File: config.mk
export PLATFORM = sky130hd
export DESIGN_NAME = imm_extend_pipe
export DESIGN_NICKNAME = d
export VERILOG_FILES = /design/src/rtl/imm_extend_pipe.sv
export SDC_FILE = /design/constraint.sdc
export NUM_CORES = 1
export LEC_CHECK = 0
export ABC_AREA = 1
export CORE_ASPECT_RATIO = 0.9
export CORE_MARGIN = 3
export CORE_UTILIZATION = 53
export DETAILED_ROUTE_END_ITERATION = 6
export PLACE_DENSITY = 0.79
export SYNTH_ARGS = -nofsm -noshare
export SYNTH_HDL_FRONTEND = slang
export SYNTH_SLANG_ARGS = --single-unit
File: constraint.sdc
create_clock -name clk -period 1.5 [get_ports clk]
set_clock_uncertainty 0.2 [all_clocks]
set_input_delay 0.3 -clock clk [delete_from_list [all_inputs] [get_ports clk]]
set_output_delay 0.3 -clock clk [all_outputs]
set_load 0.005 [all_outputs]
File: src/rtl/imm_extend_pipe.sv
// imm_extend_pipe: pipelined IN_W->OUT_W immediate extender (sign/zero/upper/branch) with a valid/ready skid buffer.
// Optional macro IMM_EXT_BRANCH_EN enables branch-offset mode 11; otherwise mode 11 yields zero with out_illegal set.
module imm_extend_pipe #(
    parameter int IN_W  = 16,
    parameter int OUT_W = 32
) (
    input  logic             clk,
    input  logic             rst_n,
    input  logic             in_valid,
    output logic             in_ready,
    input  logic [IN_W-1:0]  in_imm,
    input  logic [1:0]       in_mode,
    output logic             out_valid,
    input  logic             out_ready,
    output logic [OUT_W-1:0] out_data,
    output logic             out_illegal
);
    generate
        if (IN_W < 1 || OUT_W < IN_W + 2) begin : g_bad_params
            $error("imm_extend_pipe: need IN_W >= 1 and OUT_W >= IN_W + 2");
        end
    endgenerate

    logic             or_valid_q, or_valid_d, or_ill_q, or_ill_d;
    logic             sr_valid_q, sr_valid_d, sr_ill_q, sr_ill_d;
    logic [OUT_W-1:0] or_data_q, or_data_d, sr_data_q, sr_data_d;
    logic [OUT_W-1:0] sext, zext, upper, ext_data;
    logic             ext_ill, acc, or_free;

    assign sext  = {{(OUT_W-IN_W){in_imm[IN_W-1]}}, in_imm};
    assign zext  = {{(OUT_W-IN_W){1'b0}}, in_imm};
    assign upper = {in_imm, {(OUT_W-IN_W){1'b0}}};

    always_comb begin
`ifdef IMM_EXT_BRANCH_EN
        ext_ill  = 1'b0;
        ext_data = in_mode == 2'b00 ? sext :
                   in_mode == 2'b01 ? zext :
                   in_mode == 2'b10 ? upper : {sext[OUT_W-3:0], 2'b00};
`else
        ext_ill  = in_mode == 2'b11;
        ext_data = in_mode == 2'b00 ? sext :
                   in_mode == 2'b01 ? zext :
                   in_mode == 2'b10 ? upper : '0;
`endif
    end

    // in_ready comes straight from the skid valid flop, so out_ready never reaches it combinationally
    assign acc     = in_valid && !sr_valid_q;
    assign or_free = !or_valid_q || out_ready;

    always_comb begin
        or_valid_d = or_free ? (sr_valid_q || acc) : or_valid_q;
        or_data_d  = or_free ? (sr_valid_q ? sr_data_q : (acc ? ext_data : or_data_q)) : or_data_q;
        or_ill_d   = or_free ? (sr_valid_q ? sr_ill_q : (acc ? ext_ill : or_ill_q)) : or_ill_q;
        sr_valid_d = !or_free && (sr_valid_q || acc);
        sr_data_d  = (!or_free && acc) ? ext_data : sr_data_q;
        sr_ill_d   = (!or_free && acc) ? ext_ill : sr_ill_q;
    end

    always_ff @(posedge clk) begin
        if (!rst_n) begin
            or_valid_q <= 1'b0;
            or_data_q  <= '0;
            or_ill_q   <= 1'b0;
            sr_valid_q <= 1'b0;
            sr_data_q  <= '0;
            sr_ill_q   <= 1'b0;
        end else begin
            or_valid_q <= or_valid_d;
            or_data_q  <= or_data_d;
            or_ill_q   <= or_ill_d;
            sr_valid_q <= sr_valid_d;
            sr_data_q  <= sr_data_d;
            sr_ill_q   <= sr_ill_d;
        end
    end

    assign in_ready    = !sr_valid_q;
    assign out_valid   = or_valid_q;
    assign out_data    = or_data_q;
    assign out_illegal = or_ill_q;
endmodule

### Yosys cells after proc, flatten, opt, wreduce, memory -nomap -nowiden

Index checks and enable logic that the tools add are counted.

| storage, ports and cells | value |
|---|---|
| register bits | 68 |
| input port bits | 22 |
| output and inout port bits | 35 |
| word-level logic and storage cells | 27 |

| operators by class | value |
|---|---|
| reductions and logical operators | 11 |
| eq/ne operators | 3 |
| mux-type cells | 7 |

Operator list:

| operator | count |
|---|---|
| $mux 32 | 5 |
| $eq 2x2->1 const B | 2 |
| $logic_and 1x1->1 | 3 |
| $logic_not 1->1 | 3 |
| $eq 2x1->1 const B | 1 |
| $logic_not 2->1 | 1 |
| $logic_or 1x1->1 | 2 |
| $mux 1 | 2 |
| $reduce_and 2->1 | 1 |
| $reduce_bool 2->1 | 1 |

### Logic depth before layout (Yosys ltp)

Gate-level depths: netlist of run 1.

| depth | value |
|---|---|
| depth after elaboration | 6 |
| depth in mapped cells | 9 |
| gate-level depth less buffers | 6 |

### Worst setup path before layout of run 1

Ideal clock, no wire load.

| path | value |
|---|---|
| kind | flip-flop to flip-flop |
| start point | register sr_valid_q |
| end point | register sr_data_q[10] |
| arrival | 1,025 ps |
| buffers on the path | 2 |
| clock period less this slack | 1,339 ps |
| setup slack | 161 ps |
| required time | 1,186 ps |
| library setup time | 114 ps |
| cell stages (with the launch flop) | 7 |
| cells stage by stage | dfxtp_1 -> buf_4 -> nor2_4 -> nand2_2 -> buf_1 -> a21oi_1 -> nor2_1 |

| between the ends | value |
|---|---|
| word-level cells in the longest chain between the ends | 3 |

RTL lines:

| what | line | text |
|---|---|---|
| start: declaration | 25 | `logic sr_valid_q, sr_valid_d, sr_ill_q, sr_ill_d;` |
| start signal: assignment | 73 | `sr_valid_q <= sr_valid_d;` |
| $logic_not 1->1 | 49 | `assign acc = in_valid && !sr_valid_q;` |
| $logic_and 1x1->1 | 49 |  |
| $logic_and 1x1->1 | 57 | `sr_data_d = (!or_free && acc) ? ext_data : sr_data_q;` |
| end signal: assignment | 74 | `sr_data_q <= sr_data_d;` |
| end: declaration | 26 | `logic [OUT_W-1:0] or_data_q, or_data_d, sr_data_q, sr_data_d;` |

No other way between the ends.
A chain may end at the register's enable or synchronous reset.

### Worst setup path in the final report of run 1

| path | value |
|---|---|
| start point | register sr_valid_q |
| end point | register sr_data_q[31] |

The elaborated chain is that of the path after synthesis.

==> flow_summary_export.csv, run 1 <==
group,metric,value,unit
yosys,yosysTopAreaCell,"dfxtp_1",
finish,diodes,0,
finish,mostFrequentLayoutCell,"nand2_1",
timing,setup_ws,-11.8,ps
floorplan,die_h,83.1,um
critical_path,ff2ff_path_depth,7,
status,status,"finished, violations left",
finish,fin_util,73.7,%
detailed_routing,post-route-drc-count,0,
floorplan,dieArea,7620,sq um
pwr,vdd_drop_max,0.666,mV
global_routing,globalRoute.busiestLayer,"met2",
pwr,powerDensity,889,nW/um^2
floorplan,coreArea,6250,sq um
hold_path,worstHoldPathCells,4,
yosys,ys_types,18,
clock_network,clk_latency,340,ps
critical_path,timing.rr.end,"sr_data_q[31]",
placed_design,gp_congestion,0.845,
global_routing,antenna_found_initial,0,
detailed_routing,wirelength,9520,um
timing,slew_headroom,79.3,%
timing,setup_tns,-12.8,ps
detailed_routing,vias,3542,
critical_path,path_class,"register to register",
placed_design,post-place-ws,-373,ps
detailed_routing,ant_nets,0,
finish,final_cell_mix,"212 x nand2_1, 101 x nor2_1, 96 x inv_1",
finish,nets,679,
global_routing,use_met2,38.5,%
hold_path,whs_endpoint,"out_data[4]",
critical_path,arrival,1540,ps
global_routing,grt_start_max_net_pins,68,
timing,slew_violations,0,
clock_network,cts_sinks,68,
flow_run,maxCapViolCount,0,
timing,fin_crit,1510,ps
clock_network,cts_root_buffer,"clkbuf_8",
timing,rsz0062_at_grt,"yes",
floorplan,ioPinCount,57,
global_routing,grt-ovfl-total,0,
global_routing,met1_usage,30.9,%
global_routing,track_usage,23.9,%
timing,fmax,661,MHz
detailed_routing,post_drt_wl_per_cell,12.7,um
detailed_routing,drt_iter0_drc,283,
yosys,yosysWarningCount,0,
clock_network,cts.path.max_buffers,2,
yosys,synth_top_area_share,38.9,%
critical_path,reg2reg_from,"sr_valid_q",
yosys,ys_seq_elements,68,
critical_path,path_max_fanout,17,
global_routing,grt_pass1_vias,3209,
placed_design,hpwl,5750,um
finish,area.growth.synth_to_final,31.6,%
yosys,synth_area_per_cell,5.89,sq um
yosys,synthCells,594,
critical_path,start_kind,"register",
finish,multi_input_area,1680,sq um
hold_path,min_from,"rst_n",
finish,nFillCells,525,
timing,setup_violations,2,
timing,tightest_slew,310,ps
clock_network,h-tree-depth,3,
hold_path,hold_class,"input pin to register",
yosys,synth_area,3500,sq um
timing,period_share,101,%
floorplan,floorplan.die.width,91.7,um
yosys,syn_nets,616,
critical_path,critical_path_required,1530,ps
finish,regArea,1380,sq um
detailed_routing,viasPerCell,4.74,
global_routing,grt_pass1_wl,14800,um
clock_network,hold_buffers,0,
yosys,ys_seq_area_share,38.9,%
clock_network,cts_tree,"yes",
timing,final-hold-violation-count,0,
yosys,synthTopCellsByArea,"dfxtp_1 39%, nand2_1 23%, nor2_1 11%",
clock_network,path_clk_slew,70,ps
clock_network,numCtsBuffers,9,
pwr,power,4.10,mW
global_routing,use_met3,6.34,%
floorplan,start_util,56.0,%
critical_path,startpoint,"sr_valid_q",
pwr,power.leakage,2.61,nW
finish,drive_gt1_share,12.0,%
critical_path,r2r_slack,-10,ps
floorplan,placementRows,27,
status,violations,"negative setup slack",
critical_path,cp-end-kind,"register",
placed_design,portBuffers,56,
detailed_routing,drt-pass1-iter-count,4,
==> registers in the layout (all words and copies together), names as in the netlist <==
name         count
out_valid        1
sr_ill_q         1
out_illegal      1
out_data        32
sr_data_q       32
sr_valid_q       1
==> what timing repair did <==
item | CTS | global route
setup buffers | 1 | 3
endpoints found under the setup margin | 36 | 64
gates resized for setup | 48 | 29
pin swaps | 4 | 3
cloned | 0 | 3
==> worst max-delay path: stages (launching register included) <==
cell	delay (ps)
dfxtp_4	360
buf_6	120
buf_6	110
nor2_4	110
nand2_4	110
clkbuf_16	200
a21oi_1	140
nor2_1	50
==> routing by layer <==
metal  up-vias  routed length [um]  part of all wire [%]
li1       1851                   -                     -
met1      1545                4050                    43
met2       132                4540                    48
met3        14                 777                   8.2
met4         0                 153                   1.6
met5         -                   0                     0
==> where the power goes <==
part           leakage (nW)  total, mW  internal [mW]  switching [mW]
registers             0.562       1.98           1.92          0.0587
logic                  1.96      0.784          0.348           0.436
clock network        0.0893       1.33          0.678           0.657
==> kinds of logic after synthesis <==
family / synth area share [%]
flops: 38.9
buf+inv: 15.7
simple gates: 40.6
compound gates: 4.86
==> cell usage after synthesis <==
master / instances
buf_1: 3
nand2_2: 2
inv_2: 1
nor3_1: 15
buf_4: 2
inv_1: 97
dfxtp_1: 68
nand3_1: 16
nor2_4: 3
inv_4: 1
a21oi_1: 34
clkinv_1: 1
buf_2: 17
nor2_2: 1
nor2_1: 104
nand2_1: 219
buf_6: 3
clkbuf_1: 7
==> worst max-delay path by stage <==
stage,slack (ps),end,cells past startpoint
2_1_floorplan,160,sr_data_q[10],6
3_3_place_gp,-320,out_data[29],6
3_5_place_dp,-370,out_data[17],6
4_1_cts,-20,sr_data_q[12],8
5_1_grt,-90,sr_data_q[17],8
6_report,-10,sr_data_q[31],7
==> stage by stage <==
| stage | std cells | cell area (sq um) | hold slack, ps |
|---|---|---|---|
| after CTS | 742 | 4410 | 236 |
| after detailed placement | 726 | 4250 | 280 |
| after global routing | 748 | 4610 | 250 |
| after global placement | 726 | 4250 | 266 |
| after floorplan | 594 | 3500 | 241 |
| final | 748 | 4610 | 237 |
==> area by class of cell <==
| class | instances | area share (%) |
|---|---|---|
| multi-input cells | 394 | 36.4 |
| flip-flops and latches | 68 | 29.9 |
| repair buffers | 84 | 19.4 |
| inverters | 100 | 8.28 |
| clock buffers | 13 | 3.45 |
| well taps | 87 | 2.36 |
| clock inverters | 2 | 0.217 |
No activity file was read; power rests on OpenSTA's default activity.
==> run 2: changes to the inputs <==
CTS_CLUSTER_SIZE = 12   (was not set)
==> results of run 2 <==
The final DEF is identical to that of run 1; final timing and power are the same.
==> run 3: changes to the inputs <==
CTS_CLUSTER_SIZE = 10   (was 12)
GPL_ROUTABILITY_DRIVEN = 1   (was not set)
SKIP_CTS_REPAIR_TIMING = 1   (was not set)
==> run 3 against run 2 <==
The run still ends with negative setup slack left. Sequential share of layout area shrank 0.51 points. Sequential power is essentially flat. Combinational power grew 3.3%. First-iteration DRC count grew 4.9%. Largest power group unchanged. Via count grew 3.0%. Utilization grew 1.5 points.
==> flow_summary_export.csv, run 3 (synthesis results as in run 1) <==
group,metric,value,unit
timing,slew_violations,0,
finish,regArea,1380,sq um
placed_design,hpwl,5750,um
clock_network,cts_tree,"yes",
floorplan,die_h,83.1,um
floorplan,ioPinCount,57,
placed_design,dp_cells,726,
finish,mostFrequentLayoutCell,"nand2_1",
critical_path,start_kind,"register",
finish,nFillCells,488,
clock_network,numCtsBuffers,9,
placed_design,dpl_cell_area,4250,sq um
status,violations,"negative setup slack",
critical_path,startpoint,"sr_valid_q",
critical_path,arrival,1540,ps
detailed_routing,ant_nets,0,
pwr,vdd_drop_max,0.684,mV
placed_design,gp_congestion,0.845,
global_routing,grt_start_max_net_pins,68,
finish,multi_input_area,1610,sq um
detailed_routing,viasPerCell,4.87,
critical_path,r2r_slack,-7,ps
critical_path,ff2ff_path_depth,6,
critical_path,path_max_fanout,17,
floorplan,start_util,56.0,%
timing,setup_violations,1,
finish,drive_gt1_share,10.7,%
global_routing,grt-ovfl-total,0,
detailed_routing,drt_iter0_drc,297,
global_routing,antenna_found_initial,0,
global_routing,grt_pass1_vias,3216,
detailed_routing,post_drt_wl_per_cell,13.1,um
global_routing,grt_pass1_wl,14700,um
status,status,"finished, violations left",
finish,fin_util,75.3,%
timing,final-hold-violation-count,0,
clock_network,cts_sinks,68,
clock_network,clk_latency,340,ps
detailed_routing,post-route-drc-count,0,
detailed_routing,drt-pass1-iter-count,7,
placed_design,portBuffers,56,
timing,fin_crit,1510,ps
finish,final_cell_mix,"218 x nand2_1, 101 x nor2_1, 96 x inv_1",
floorplan,floorplan.die.width,91.7,um
hold_path,hold_class,"input pin to register",
timing,slew_headroom,79.8,%
clock_network,cts.path.max_buffers,2,
finish,area.growth.synth_to_final,34.3,%
timing,setup_ws,-6.75,ps
finish,stdcell_count,749,
pwr,power,4.13,mW
finish,diodes,0,
floorplan,dieArea,7620,sq um
clock_network,h-tree-depth,3,
flow_run,maxCapViolCount,0,
timing,setup_tns,-6.75,ps
floorplan,placementRows,27,
detailed_routing,wirelength,9790,um
pwr,power.leakage,3.01,nW
clock_network,path_clk_slew,70,ps
floorplan,coreArea,6250,sq um
finish,final_area,4700,sq um
timing,fmax,664,MHz
detailed_routing,vias,3650,
critical_path,path_class,"register to register",
timing,period_share,100,%
global_routing,track_usage,23.8,%
finish,nets,680,
critical_path,timing.rr.end,"sr_data_q[7]",
critical_path,cp-end-kind,"register",
critical_path,reg2reg_from,"sr_valid_q",
critical_path,critical_path_required,1530,ps
critical_path,critical_path.endpoint,"sr_data_q[7]",
timing,rsz0062_at_grt,"yes",
timing,tightest_slew,303,ps
pwr,powerDensity,878,nW/um^2
clock_network,cts_root_buffer,"clkbuf_8",
## run 3: stage by stage
stage | hold slack [ps] | setup WS [ps]
floorplan | 241 | 161
global placement | 266 | -320
detailed placement | 280 | -373
CTS | 241 | -286
global route | 258 | -54.3
finish | 247 | -6.75
## run 3: layer usage
metal	vias to the layer above	GRT usage (%)	part of all wire, %
met4	0	7.53	1.4
met3	14	6.25	8.0
met1	1621	31.0	43
met5	-	0	0
li1	1855	-	-
met2	160	38.4	48
## run 3: worst max-delay path, stage by stage, from the launching register on
cell and delay (ps):
dfxtp_4 370, buf_4 140, nor2_4 110, nand2_4 140, clkbuf_16 220, a21oi_1 140
nor2_1 70
## run 3: cell type report
type                       count  share of cell area, %
multi-input combinational    394                   34.3
timing repair buffer          85                   22.3
sequential                    68                   29.4
clock buffer                  13                   3.38
tap                           87                   2.31
clock inverter                 2                  0.213
inverter                     100                   8.11
## run 3: worst min path at each step
stage,cells after the start,endpoint,start,slack [ps]
after floorplan,2,sr_ill_q,in_mode[0],240
final,4,out_data[0],rst_n,250
after CTS,4,sr_data_q[14],rst_n,240
after global routing,4,sr_data_q[6],rst_n,260
after global placement,2,sr_data_q[13],sr_data_q[13],270
after detailed placement,2,sr_data_q[13],sr_data_q[13],280
## run 3: power by group
part           internal, mW  switching, mW  total, mW  leakage [nW]
clock network         0.678          0.661       1.34        0.0893
registers              1.92         0.0602       1.98         0.563
logic                 0.378          0.432      0.810          2.36
